## src/rtl/button_event_decoder.sv

```systemverilog
`timescale 1ns/1ps
// button_event_decoder: turns the debounced button level into one-cycle short,
// long and double press pulses, plus a wrapping event counter and last-event code.
module button_event_decoder #(
  parameter int LONG_CYCLES    = 50_000_000,
  parameter int DBL_GAP_CYCLES = 25_000_000
) (
  input  logic       clk_in,
  input  logic       rst_in,
  input  logic       clean_in,
  output logic       short_press,
  output logic       long_press,
  output logic       double_press,
  output logic [7:0] event_count,
  output logic [1:0] last_event,
  output logic       busy
);

  localparam int HOLD_W = $clog2(LONG_CYCLES + 1);
  localparam int GAP_W  = $clog2(DBL_GAP_CYCLES + 1);

  localparam logic [HOLD_W-1:0] HOLD_MAX = HOLD_W'(LONG_CYCLES);
  localparam logic [GAP_W-1:0]  GAP_MAX  = GAP_W'(DBL_GAP_CYCLES);

  localparam logic [1:0] EV_SHORT  = 2'b01;
  localparam logic [1:0] EV_LONG   = 2'b10;
  localparam logic [1:0] EV_DOUBLE = 2'b11;

  typedef enum logic [2:0] {
    IDLE,
    PRESSED,
    LONG_HELD,
    WAIT_SECOND,
    SECOND_PRESSED
  } state_t;

  state_t             state;
  logic               prev;
  logic [HOLD_W-1:0]  hold_cnt;
  logic [GAP_W-1:0]   gap_cnt;
  logic               rise;
  logic [HOLD_W-1:0]  hold_inc;
  logic [GAP_W-1:0]   gap_inc;

  assign rise = clean_in & ~prev;

  // Saturating increments: the transition out of the state fires at the
  // maximum, so the counters never need to wrap.
  assign hold_inc = (hold_cnt == HOLD_MAX) ? hold_cnt : hold_cnt + 1'b1;
  assign gap_inc  = (gap_cnt == GAP_MAX) ? gap_cnt : gap_cnt + 1'b1;

  // NOTE: every register here is assigned with <= so all state updates see the
  // values from before this edge, independent of statement order.
  always_ff @(posedge clk_in) begin
    if (rst_in) begin
      state        <= IDLE;
      prev         <= 1'b1;
      hold_cnt     <= '0;
      gap_cnt      <= '0;
      short_press  <= 1'b0;
      long_press   <= 1'b0;
      double_press <= 1'b0;
      event_count  <= 8'd0;
      last_event   <= 2'b00;
      busy         <= 1'b0;
    end else begin
      prev         <= clean_in;
      // NOTE: pulses default low each cycle so any event is exactly one cycle wide.
      short_press  <= 1'b0;
      long_press   <= 1'b0;
      double_press <= 1'b0;

      case (state)
        IDLE: begin
          if (rise) begin
            state    <= PRESSED;
            hold_cnt <= HOLD_W'(1);
            busy     <= 1'b1;
          end
        end

        PRESSED: begin
          if (clean_in) begin
            hold_cnt <= hold_inc;
            if (hold_inc == HOLD_MAX) begin
              state       <= LONG_HELD;
              long_press  <= 1'b1;
              event_count <= event_count + 8'd1;
              last_event  <= EV_LONG;
            end
          end else begin
            state   <= WAIT_SECOND;
            gap_cnt <= GAP_W'(1);
          end
        end

        LONG_HELD: begin
          if (!clean_in) begin
            state <= IDLE;
            busy  <= 1'b0;
          end
        end

        WAIT_SECOND: begin
          // Any high sample here is a rise, since this state is only held on lows.
          if (rise) begin
            state <= SECOND_PRESSED;
          end else if (!clean_in) begin
            gap_cnt <= gap_inc;
            if (gap_inc == GAP_MAX) begin
              state       <= IDLE;
              busy        <= 1'b0;
              short_press <= 1'b1;
              event_count <= event_count + 8'd1;
              last_event  <= EV_SHORT;
            end
          end
        end

        SECOND_PRESSED: begin
          if (!clean_in) begin
            state        <= IDLE;
            busy         <= 1'b0;
            double_press <= 1'b1;
            event_count  <= event_count + 8'd1;
            last_event   <= EV_DOUBLE;
          end
        end

        default: begin
          state <= IDLE;
          busy  <= 1'b0;
        end
      endcase
    end
  end

endmodule
```

## config.mk

```make
export PLATFORM = sky130hd
export DESIGN_NAME = button_event_decoder
export DESIGN_NICKNAME = d
export VERILOG_FILES = /design/src/rtl/button_event_decoder.sv
export SDC_FILE = /design/constraint.sdc
export NUM_CORES = 1
export LEC_CHECK = 0
export CAP_MARGIN = 15
export CORE_MARGIN = 1.5
export CORE_UTILIZATION = 60
export CTS_BUF_LIST = sky130_fd_sc_hd__clkbuf_16
export DETAILED_ROUTE_END_ITERATION = 8
export PLACE_DENSITY = 0.79
export SLEW_MARGIN = 20
export SYNTH_ARGS = -nofsm -noshare
export SYNTH_HDL_FRONTEND = slang
export SYNTH_SLANG_ARGS = --single-unit
```

## constraint.sdc

```tcl
create_clock -name clk_in -period 5.3 [get_ports clk_in]
set_input_delay 0.53 -clock clk_in [delete_from_list [all_inputs] [get_ports clk_in]]
set_output_delay 0.53 -clock clk_in [all_outputs]
set_load 0.01 [all_outputs]
```

==> results_dict.tcl, run 1 <==
set metrics [dict create \
    io_pins 17 \
    min_period_ns 3.456 \
    yosysUniqueCellTypes 68 \
    dieWidth_um 90.59 \
    synthToLayoutAreaGrowth_pct 8.562 \
    maxSlewHeadroom_pct 29.03 \
    critical_path_class "register to register" \
    hold_ws_ns 0.4871 \
    wl_per_cell_um 16.07 \
    row_count 31 \
    cts.repair.resized 0 \
    synth_ff_type "dfxtp_1" \
    via_count 4674 \
    maxCapViolations 0 \
    clk_pin_slew_ns 0.06 \
    rsz0062_at_grt "no" \
    hold_viol 0 \
    drv_slew 0 \
    synth_area_sq_um 4603 \
    io_buffers 16 \
    cp_data_arrival_time_ns 3.68 \
    h-tree-depth 3 \
    setup_tns_ns 0 \
    grt_overflow 0 \
    via_per_inst 6.537 \
    yosysSeqAreaShare_pct 30.01 \
    diodes 0 \
    drt_wl_total_um 11490 \
    drc 0 \
    gp_congestion 0.9207 \
    initial_utilization_pct 62.79 \
    path_max_fanout 11 \
    synth_edf_count 0 \
    ir_worst_vdd_mv 0.2182 \
    final_util_pct 68.17 \
    synth_seq_cells 69 \
    nets 619 \
    worstSkewPairLatency_ns 0.33 \
    antenna_found_initial 0 \
    dr.pass1.iters 5 \
    postRouteAntennaNets 0 \
    power_leakage_uw 0.001665 \
    drive_above_1_share_pct 6.818 \
    syn_nets 634 \
    yosys_warnings 0 \
    grt_pass1_vias 4240 \
    post-cts-setup-buffers 0 \
    dieArea_sq_um 8207 \
    cts_tree "done" \
    finalCritPeriodShare_pct 65.22 \
    grt_pass1_wl_um 19530 \
    total_power_uw 1180 \
    cts_buffers 9 \
    cellPowerDensity_nw_per_um2 236.1 \
    grtUsageTotal_pct 28.51 \
    grt_max_degree 60 \
    synthTopCellsByArea "dfxtp_1, nor2_1, nand2_1" \
    drtIter0Drc 368 \
    hp-class "register to register" \
    fmax_ghz 0.2893 \
    crit_path_start_kind "register" \
    syn_avg_cell_area_sq_um 7.353 \
    dp_hpwl_um 7792 \
    max_slew.worst_pin.slew_ns 1.061 \
    fillCellCount 635 \
    critPathCaptureType "register" \
    async_flop_share_pct 0 \
    cp.required_ns 5.52 \
    skew_ns 0.008152 \
    cts_root_buf "clkbuf_16" \
    synth_top_cell_area_share_pct 30.01 \
    cts_sinks 69 \
    yosysTopAreaCell "dfxtp_1" \
    outcome "complete, no violations" \
    setup_viol 0 \
    synthCells 626 \
    cts_hold_buffers 0 \
    clk_path_buf_depth 2 \
    die_h_um 90.59 \
    core_region_area_sq_um 7331 \
]
-- registers in the layout (all words and copies together), names as in the netlist --
name and count:
long_press 1, state 3, hold_cnt 26, prev 1, last_event 2, event_count 8
busy 1, double_press 1, gap_cnt 25, short_press 1
-- cell usage after synthesis (4+ instances only) --
| cell | count |
|---|---|
| a211oi_1 | 4 |
| a21o_1 | 8 |
| a21oi_1 | 32 |
| a22oi_1 | 16 |
| a31oi_1 | 7 |
| and2_1 | 5 |
| and3_1 | 14 |
| and4_1 | 6 |
| buf_2 | 9 |
| clkbuf_1 | 31 |
| dfxtp_1 | 69 |
| ha_1 | 5 |
| inv_1 | 12 |
| mux2_2 | 5 |
| mux2i_1 | 4 |
| nand2_1 | 69 |
| nand2b_1 | 10 |
| nand3_1 | 25 |
| nand4_1 | 22 |
| nor2_1 | 76 |
| nor2b_1 | 13 |
| nor3_1 | 27 |
| nor4_1 | 5 |
| o21ai_0 | 47 |
| o31ai_1 | 10 |
| o41ai_1 | 4 |
| or2_2 | 7 |
| or3_1 | 8 |
| or4_1 | 6 |
| xnor2_1 | 5 |
-- kinds of logic after synthesis --
kind of cell | count (synthesis) | share of synthesized area (%)
flip-flops | 69 | 30.01
multiplexers | 12 | 2.827
XOR/XNOR | 6 | 1.142
adder cells (fa/ha/maj) | 5 | 1.359
AO/OA/AOI/OAI | 163 | 23.13
AND/OR/NAND/NOR | 315 | 36.40
buffers and inverters | 56 | 5.137
-- power by group --
group / switching, uW / leakage [uW] / internal [uW]
Sequential: 5.26 / 0.000556 / 523
Clock: 230 / 0.000135 / 360
Combinational: 43.0 / 0.000974 / 18.5
-- final cells by class --
cell class              instances  area (sq um)  share of cell area [%]
well taps                      99         123.9                   2.479
flip-flops and latches         69          1381                   27.64
clock buffers                   9         225.2                   4.507
multi-input cells             501          2985                   59.74
repair buffers                 18         170.2                   3.405
clock inverters                 7         66.31                   1.327
inverters                      12         45.04                  0.9014
-- through the flow --
step	std cells	worst slack [ns]	area (sq um)
after floorplan	626	2.382	4603
after global placement	699	2.065	4706
after detailed placement	699	1.925	4706
after CTS	715	1.913	4997
after global routing	715	1.618	4997
final	715	1.844	4997
-- cell usage in the layout, fill, tap and decap left out, types with 5 or more instances in the layout --
cell type        synthesis  layout
mux2_2                   5       5
clkbuf_16                0       9
or2_2                    7       7
and3_1                  14      14
nand2_1                 69      69
or4_1                    6       6
o31ai_1                 10      10
a21o_1                   8       8
clkdlybuf4s50_1          0      15
nand4_1                 22      22
and4_1                   6       6
xnor2_1                  5       5
a22oi_1                 16      16
nor2_1                  76      76
a31oi_1                  7       7
ha_1                     5       5
nand3_1                 25      25
or3_1                    8       8
dfxtp_1                 69      69
a21oi_1                 32      32
nand2b_1                10      10
o21ai_0                 47      47
and2_1                   5       5
nor3_1                  27      27
nor4_1                   5       5
inv_1                   12      12
nor2b_1                 13      13
-- critical path, stage by stage, from the launching register on --
cell      delay, ns
dfxtp_1        0.50
ha_1           0.37
and3_1         0.26
nand4_1        0.19
or4_1          0.50
a221oi_1       0.38
nand4b_1       0.21
and2_1         0.30
a211oi_1       0.30
mux2_1         0.34
-- per-layer routing --
metal	vias to the layer above	GRT usage (%)	wire [um]
met5	-	0	0
met4	0	10.45	243
met3	22	5.471	517
met2	149	50.50	5820
met1	2217	33.94	4907
li1	2286	-	-
-- path summary, 6_finish.rpt --
check / start / endpoint / slack, ns / depth (start not counted)
max: gap_cnt[1] / event_count[7] / 1.84 / 9
min: hold_cnt[25] / hold_cnt[25] / 0.49 / 1
max reg2reg: gap_cnt[1] / event_count[7] / 1.84 / 9
min reg2reg: hold_cnt[25] / hold_cnt[25] / 0.49 / 1
Note: power is estimated with default switching activity, not from simulation.
==> run 2: changes to the inputs <==
==> constraint.sdc (replaced) <==
create_clock -name clk_in -period 3.2 [get_ports clk_in]
set_input_delay 0.32 -clock clk_in [delete_from_list [all_inputs] [get_ports clk_in]]
set_output_delay 0.32 -clock clk_in [all_outputs]
set_load 0.01 [all_outputs]
==> run 2 against run 1 <==
Compared with the run above: power is 74% higher; hold slack worse by 0.18 ns; worst setup slack worse by 1.8 ns; final cell count is 3.9% higher; global-route usage is 1.6 points higher; critical path type unchanged; sequential power is 66% higher; largest power group unchanged; fmax is 9.6% higher; sequential share of layout area is 1.3 points lower; largest cell class unchanged; clock skew is 0.0034 ns lower; critical path depth stayed put; core utilization is 3.5 points higher; combinational power is 76% higher.
==> results_dict.tcl, run 2 (synthesis results as in run 1) <==
set metrics [dict create \
    largest_register_ffs 26 \
    cts_hold_buffers 0 \
    dieArea_sq_um 8207 \
    h-tree-depth 3 \
    row_count 31 \
    antenna_found_initial 0 \
    rrSetupSlack_ns 0.05 \
    hold_depth 2 \
    grtUsageTotal_pct 30.08 \
    cp.required_ns 3.42 \
    cp_slowest_cell "or4_1" \
    dpl-instance-area_sq_um 4916 \
    netSwitchingPower_uw 471.8 \
    cts_sinks 69 \
    diodes 0 \
    largest_registers "hold_cnt: 26 flops, gap_cnt: 25 flops, event_count: 8 flops" \
    die_h_um 90.59 \
    synthToLayoutAreaGrowth_pct 14.08 \
    maxSlewHeadroom_pct 60.65 \
    cts_tree "done" \
    hp-class "input port to register" \
    maxCapViolations 0 \
    fillCellCount 579 \
    skew_ns 0.004712 \
    setup_ws_ns 0.04664 \
    whs_endpoint "hold_cnt[3]" \
    fin_area_sq_um 5251 \
    switching_share_pct 22.98 \
    gp_congestion 0.9555 \
    hold_viol 0 \
    ir_worst_vdd_mv 0.3245 \
    crit_path_start_kind "register" \
    finalCritPeriodShare_pct 98.54 \
    critPathCaptureType "register" \
    drt_wl_total_um 12040 \
    worstSkewPairLatency_ns 0.34 \
    cts_buffers 9 \
    ff2ff_path_depth 9 \
    initial_utilization_pct 62.79 \
    postRouteAntennaNets 0 \
    final_common_cell "nor2_1" \
    combPwrFrac_pct 5.3 \
    drive_above_1_share_pct 11.65 \
    nets 648 \
    grt_max_degree 50 \
    clock_power_share_pct 52.1 \
    cp_cell_sequence "ha_1 -> and3_1 -> nand4_1 -> or4_1 -> a221oi_2 -> nand4b_1 -> and2_2 -> a211oi_1 -> mux2_1" \
    critical_path_class "register to register" \
    drc 0 \
    core_region_area_sq_um 7331 \
    drtIter0Drc 314 \
    r2r-start "gap_cnt[0]" \
    dieWidth_um 90.59 \
    grt_pass1_wl_um 20570 \
    reg2reg_to "event_count[7]" \
    setup_viol 0 \
    largest-register "hold_cnt" \
    cellPowerDensity_nw_per_um2 390.9 \
    fmax_ghz 0.3171 \
    grt_overflow 0 \
    power_leakage_uw 0.001829 \
    critPathMaxStageDelay_ns 0.56 \
    p_seq_share_pct 42.6 \
    cts_root_buf "clkbuf_16" \
    holdCritStartpoint "rst_in" \
    io_pins 17 \
    p_int_uw 1581 \
    path_max_fanout 8 \
    grt_pass1_vias 4499 \
    via_count 4818 \
    dr.pass1.iters 5 \
    cp_data_arrival_time_ns 3.37 \
    outcome "complete, no violations" \
    dp_hpwl_um 8361 \
    clk_pin_slew_ns 0.06 \
    layout.cells.most_common_list "nor2_1, nand2_1, dfxtp_1, o21ai_0, a21oi_1" \
    wl_per_cell_um 16.21 \
    io_buffers 16 \
    via_per_inst 6.485 \
    min_period_ns 3.153 \
    pre_cts_slack_ns 0.1014 \
    clk_path_buf_depth 2 \
    max_slew.worst_pin.slew_ns 0.5903 \
    drv_slew 0 \
]
run 2: changes by cell type in the layout (fill, tap and decap cells not counted), sizes merged:
cell and delta:
inv +2, bufinv +1, buf +29, clkinvlp -3, clkinv -1
run 2: cell type report:
class | count | area [sq um] | area share (%)
Tap cell | 99 | 123.9 | 2.359
Multi-Input combinational cell | 501 | 3002 | 57.16
Sequential cell | 69 | 1381 | 26.30
Clock inverter | 6 | 86.33 | 1.644
Inverter | 12 | 45.04 | 0.8578
Clock buffer | 9 | 225.2 | 4.289
Timing Repair Buffer | 47 | 387.9 | 7.386
run 2: repair_timing:
action | 4_1_cts | 5_1_grt
buffers inserted | 0 | 1
gates resized for setup | 0 | 5
endpoints found under the setup margin | 0 | 7
run 2: how the worst max path moves through the flow:
stage                                end   startpoint  slack, ns
after floorplan           event_count[6]  hold_cnt[8]       0.28
after global placement    event_count[7]   gap_cnt[3]       0.19
after detailed placement  event_count[6]   gap_cnt[0]       0.10
after CTS                 event_count[6]   gap_cnt[0]       0.08
after global routing      event_count[6]   gap_cnt[0]      -0.07
final                     event_count[7]   gap_cnt[0]       0.05
run 2: critical path, delay by kind of cell (launching register included):
kind	cells	cell delay [ns]
compound gates	2	0.63
fa+ha+maj	1	0.23
flops	1	0.34
mux	1	0.34
simple gates	5	1.49
run 2: power by group through the flow:
stage	combinational (uW)	clock [uW]	sequential (uW)
after CTS	108	1080	874
after detailed placement	107	0	893
after floorplan	76.4	0	890
after global routing	121	1110	876
final	108	1070	875
after global placement	104	0	893
run 2: per-layer routing:
layer  global-route usage, %  share of wire, %
met1                   35.44                41
met2                   52.32                50
met3                   4.966               6.0
met5                       0                 0
met4                   15.21               3.3
run 2: metrics by stage:
step	TNS [ns]	std cells	utilization (%)	hold WS (ns)	power, uW
after global routing	-0.1564	743	71.63	0.3179	2110
after CTS	0	742	71.31	0.3039	2062
after global placement	0	727	67.06	0.4592	997.0
after floorplan	0	626	-	0.4416	966.6
after detailed placement	0	727	67.06	0.4685	1001
final	0	743	71.63	0.3036	2053
==> run 3: changes to the inputs <==
--- a/config.mk
+++ b/config.mk
@@ -8,8 +8,9 @@
 export CAP_MARGIN = 15
 export CORE_MARGIN = 1.5
 export CORE_UTILIZATION = 60
-export CTS_BUF_LIST = sky130_fd_sc_hd__clkbuf_16
+export CTS_BUF_LIST = sky130_fd_sc_hd__clkbuf_8
 export DETAILED_ROUTE_END_ITERATION = 8
+export MAX_ROUTING_LAYER = met4
 export PLACE_DENSITY = 0.79
 export SLEW_MARGIN = 20
 export SYNTH_ARGS = -nofsm -noshare
==> run 3 against run 2 <==
Compared with the run above: sequential share of layout area is 0.48 points higher; routed wire length down 2.0%; clock skew grew 0.0037 ns; global-route usage grew 0.35 points; register-to-register slack better by 0.08 ns; core utilization decreased by 1.1 points; count of clock-buffer cells in the layout increased by 1; highest routed layer unchanged; sequential power about the same; sequential cell count stayed put.
==> results_dict.tcl, run 3 (synthesis results as in run 1) <==
set metrics [dict create \
    postRouteAntennaNets 0 \
    io_buffers 16 \
    synthToLayoutAreaGrowth_pct 12.26 \
    core_region_area_sq_um 7331 \
    grt_max_degree 50 \
    dr.pass1.iters 5 \
    rsz0062_at_grt "no" \
    grt_pass1_vias 4410 \
    antenna_found_initial 0 \
    drtIter0Drc 349 \
    drc 0 \
    rrSetupSlack_ns 0.13 \
    setup_viol 0 \
    cellPowerDensity_nw_per_um2 348.5 \
    cts_root_buf "clkbuf_8" \
    cp_data_arrival_time_ns 3.31 \
    initial_utilization_pct 62.79 \
    drt_wl_total_um 11800 \
    critical_path_class "register to register" \
    hp-class "input port to register" \
    row_count 31 \
    gp_congestion 0.9730 \
    final_util_pct 70.49 \
    grt_overflow 0 \
    final_common_cell "nor2_1" \
    skew_ns 0.008406 \
    die_h_um 90.59 \
    holdCritStartpoint "rst_in" \
    crit_path_start_kind "register" \
    path_max_fanout 8 \
    dieArea_sq_um 8207 \
    cts_tree "done" \
    clk_pin_slew_ns 0.08 \
    io_pins 17 \
    grtUsageTotal_pct 30.43 \
    largest_registers "hold_cnt: 26 flops, gap_cnt: 25 flops, event_count: 8 flops" \
    power_leakage_uw 0.001811 \
    outcome "complete, no violations" \
    via_count 4764 \
    maxSlewHeadroom_pct 60.57 \
    cts_buffers 9 \
    fmax_ghz 0.3256 \
    whs_endpoint "hold_cnt[23]" \
    reg2reg_to "event_count[7]" \
    ir_worst_vdd_mv 0.3231 \
    drive_above_1_share_pct 11.96 \
    clk_path_buf_depth 2 \
    layout.cells.most_common_list "nor2_1, nand2_1, dfxtp_1, o21ai_0, a21oi_1" \
    max_slew.worst_pin.slew_ns 0.5915 \
    dieWidth_um 90.59 \
    ff2ff_path_depth 9 \
    min_period_ns 3.071 \
    largest_register_ffs 26 \
    nets 648 \
    wl_per_cell_um 15.88 \
    cp.required_ns 3.44 \
    dp_hpwl_um 8361 \
    cts_sinks 69 \
    largest-register "hold_cnt" \
    drv_slew 0 \
    r2r-start "gap_cnt[0]" \
    instances_no_fill 743 \
    dp_cells 727 \
    hold_depth 2 \
    via_per_inst 6.412 \
    grt_pass1_wl_um 20280 \
    critPathCaptureType "register" \
    h-tree-depth 3 \
    setup_tns_ns 0 \
    maxCapViolations 0 \
    hold_viol 0 \
    diodes 0 \
    worstSkewPairLatency_ns 0.35 \
    finalCritPeriodShare_pct 95.97 \
]
[run 3: changes by cell type in the layout (fill, tap and decap cells not counted), moves of 2 or more]
cell and change:
clkbuf_8 +10, dfxtp_1 -2, dfxtp_2 +2, clkbuf_16 -9
[run 3: how the worst max path moves through the flow]
stage                      from              to  slack, ns
global placement     gap_cnt[3]  event_count[7]       0.19
detailed placement   gap_cnt[0]  event_count[6]       0.10
finish               gap_cnt[0]  event_count[7]       0.13
CTS                  gap_cnt[0]  event_count[6]       0.07
global route         gap_cnt[0]  event_count[6]     0.0002
floorplan           hold_cnt[8]  event_count[6]       0.28
[run 3: power breakdown]
| part | internal, uW | total [uW] | switching, uW |
|---|---|---|---|
| registers | 864 | 873 | 9.32 |
| logic | 36.4 | 108 | 71.6 |
| clock network | 460 | 819 | 359 |
| total | 1360 | 1800 | 440 |
[run 3: area by class of cell]
| type | count | area [sq um] |
|---|---|---|
| clock buffer | 10 | 137.6 |
| clock inverter | 5 | 82.58 |
| fill | 600 | 2163 |
| inverter | 12 | 45.04 |
| multi-input combinational | 501 | 3007 |
| sequential | 69 | 1384 |
| tap | 99 | 123.9 |
| timing repair buffer | 47 | 387.9 |
[run 3: critical path, cell delays in order (launching register included)]
cell	delay (ns)
dfxtp_1	0.34
ha_1	0.23
and3_1	0.25
nand4_1	0.18
or4_1	0.54
a221oi_2	0.38
nand4b_1	0.22
and2_4	0.25
a211oi_1	0.23
mux2_1	0.34
[run 3: layer usage]
layer	part of all wire, %	GRT usage, %	wire [um]	vias up
met4	2.7	12.57	314	0
met1	42	35.98	4916	2217
met2	50	52.26	5855	176
met5	0	-	0	-
met3	6.1	3.535	715	34
li1	-	-	-	2337
[run 3: per-stage QoR]
stage               total power (uW)  hold WS, ns  instance area (sq um)  setup WS (ns)
finish                          1801       0.2792                   5167         0.1289
global placement               997.0       0.4592                   4916         0.1940
detailed placement              1001       0.4685                   4916         0.1014
global route                    1854       0.2973                   5167      0.0001810
floorplan                      966.6       0.4416                   4603         0.2818
CTS                             1811       0.2798                   5136        0.07499
[run 3: repair_timing]
| item | in CTS | in global routing |
|---|---|---|
| resized for setup | 0 | 8 |
| endpoints found under the setup margin | 0 | 6 |
| buffers inserted | 0 | 1 |
| hold buffers | 0 | 0 |
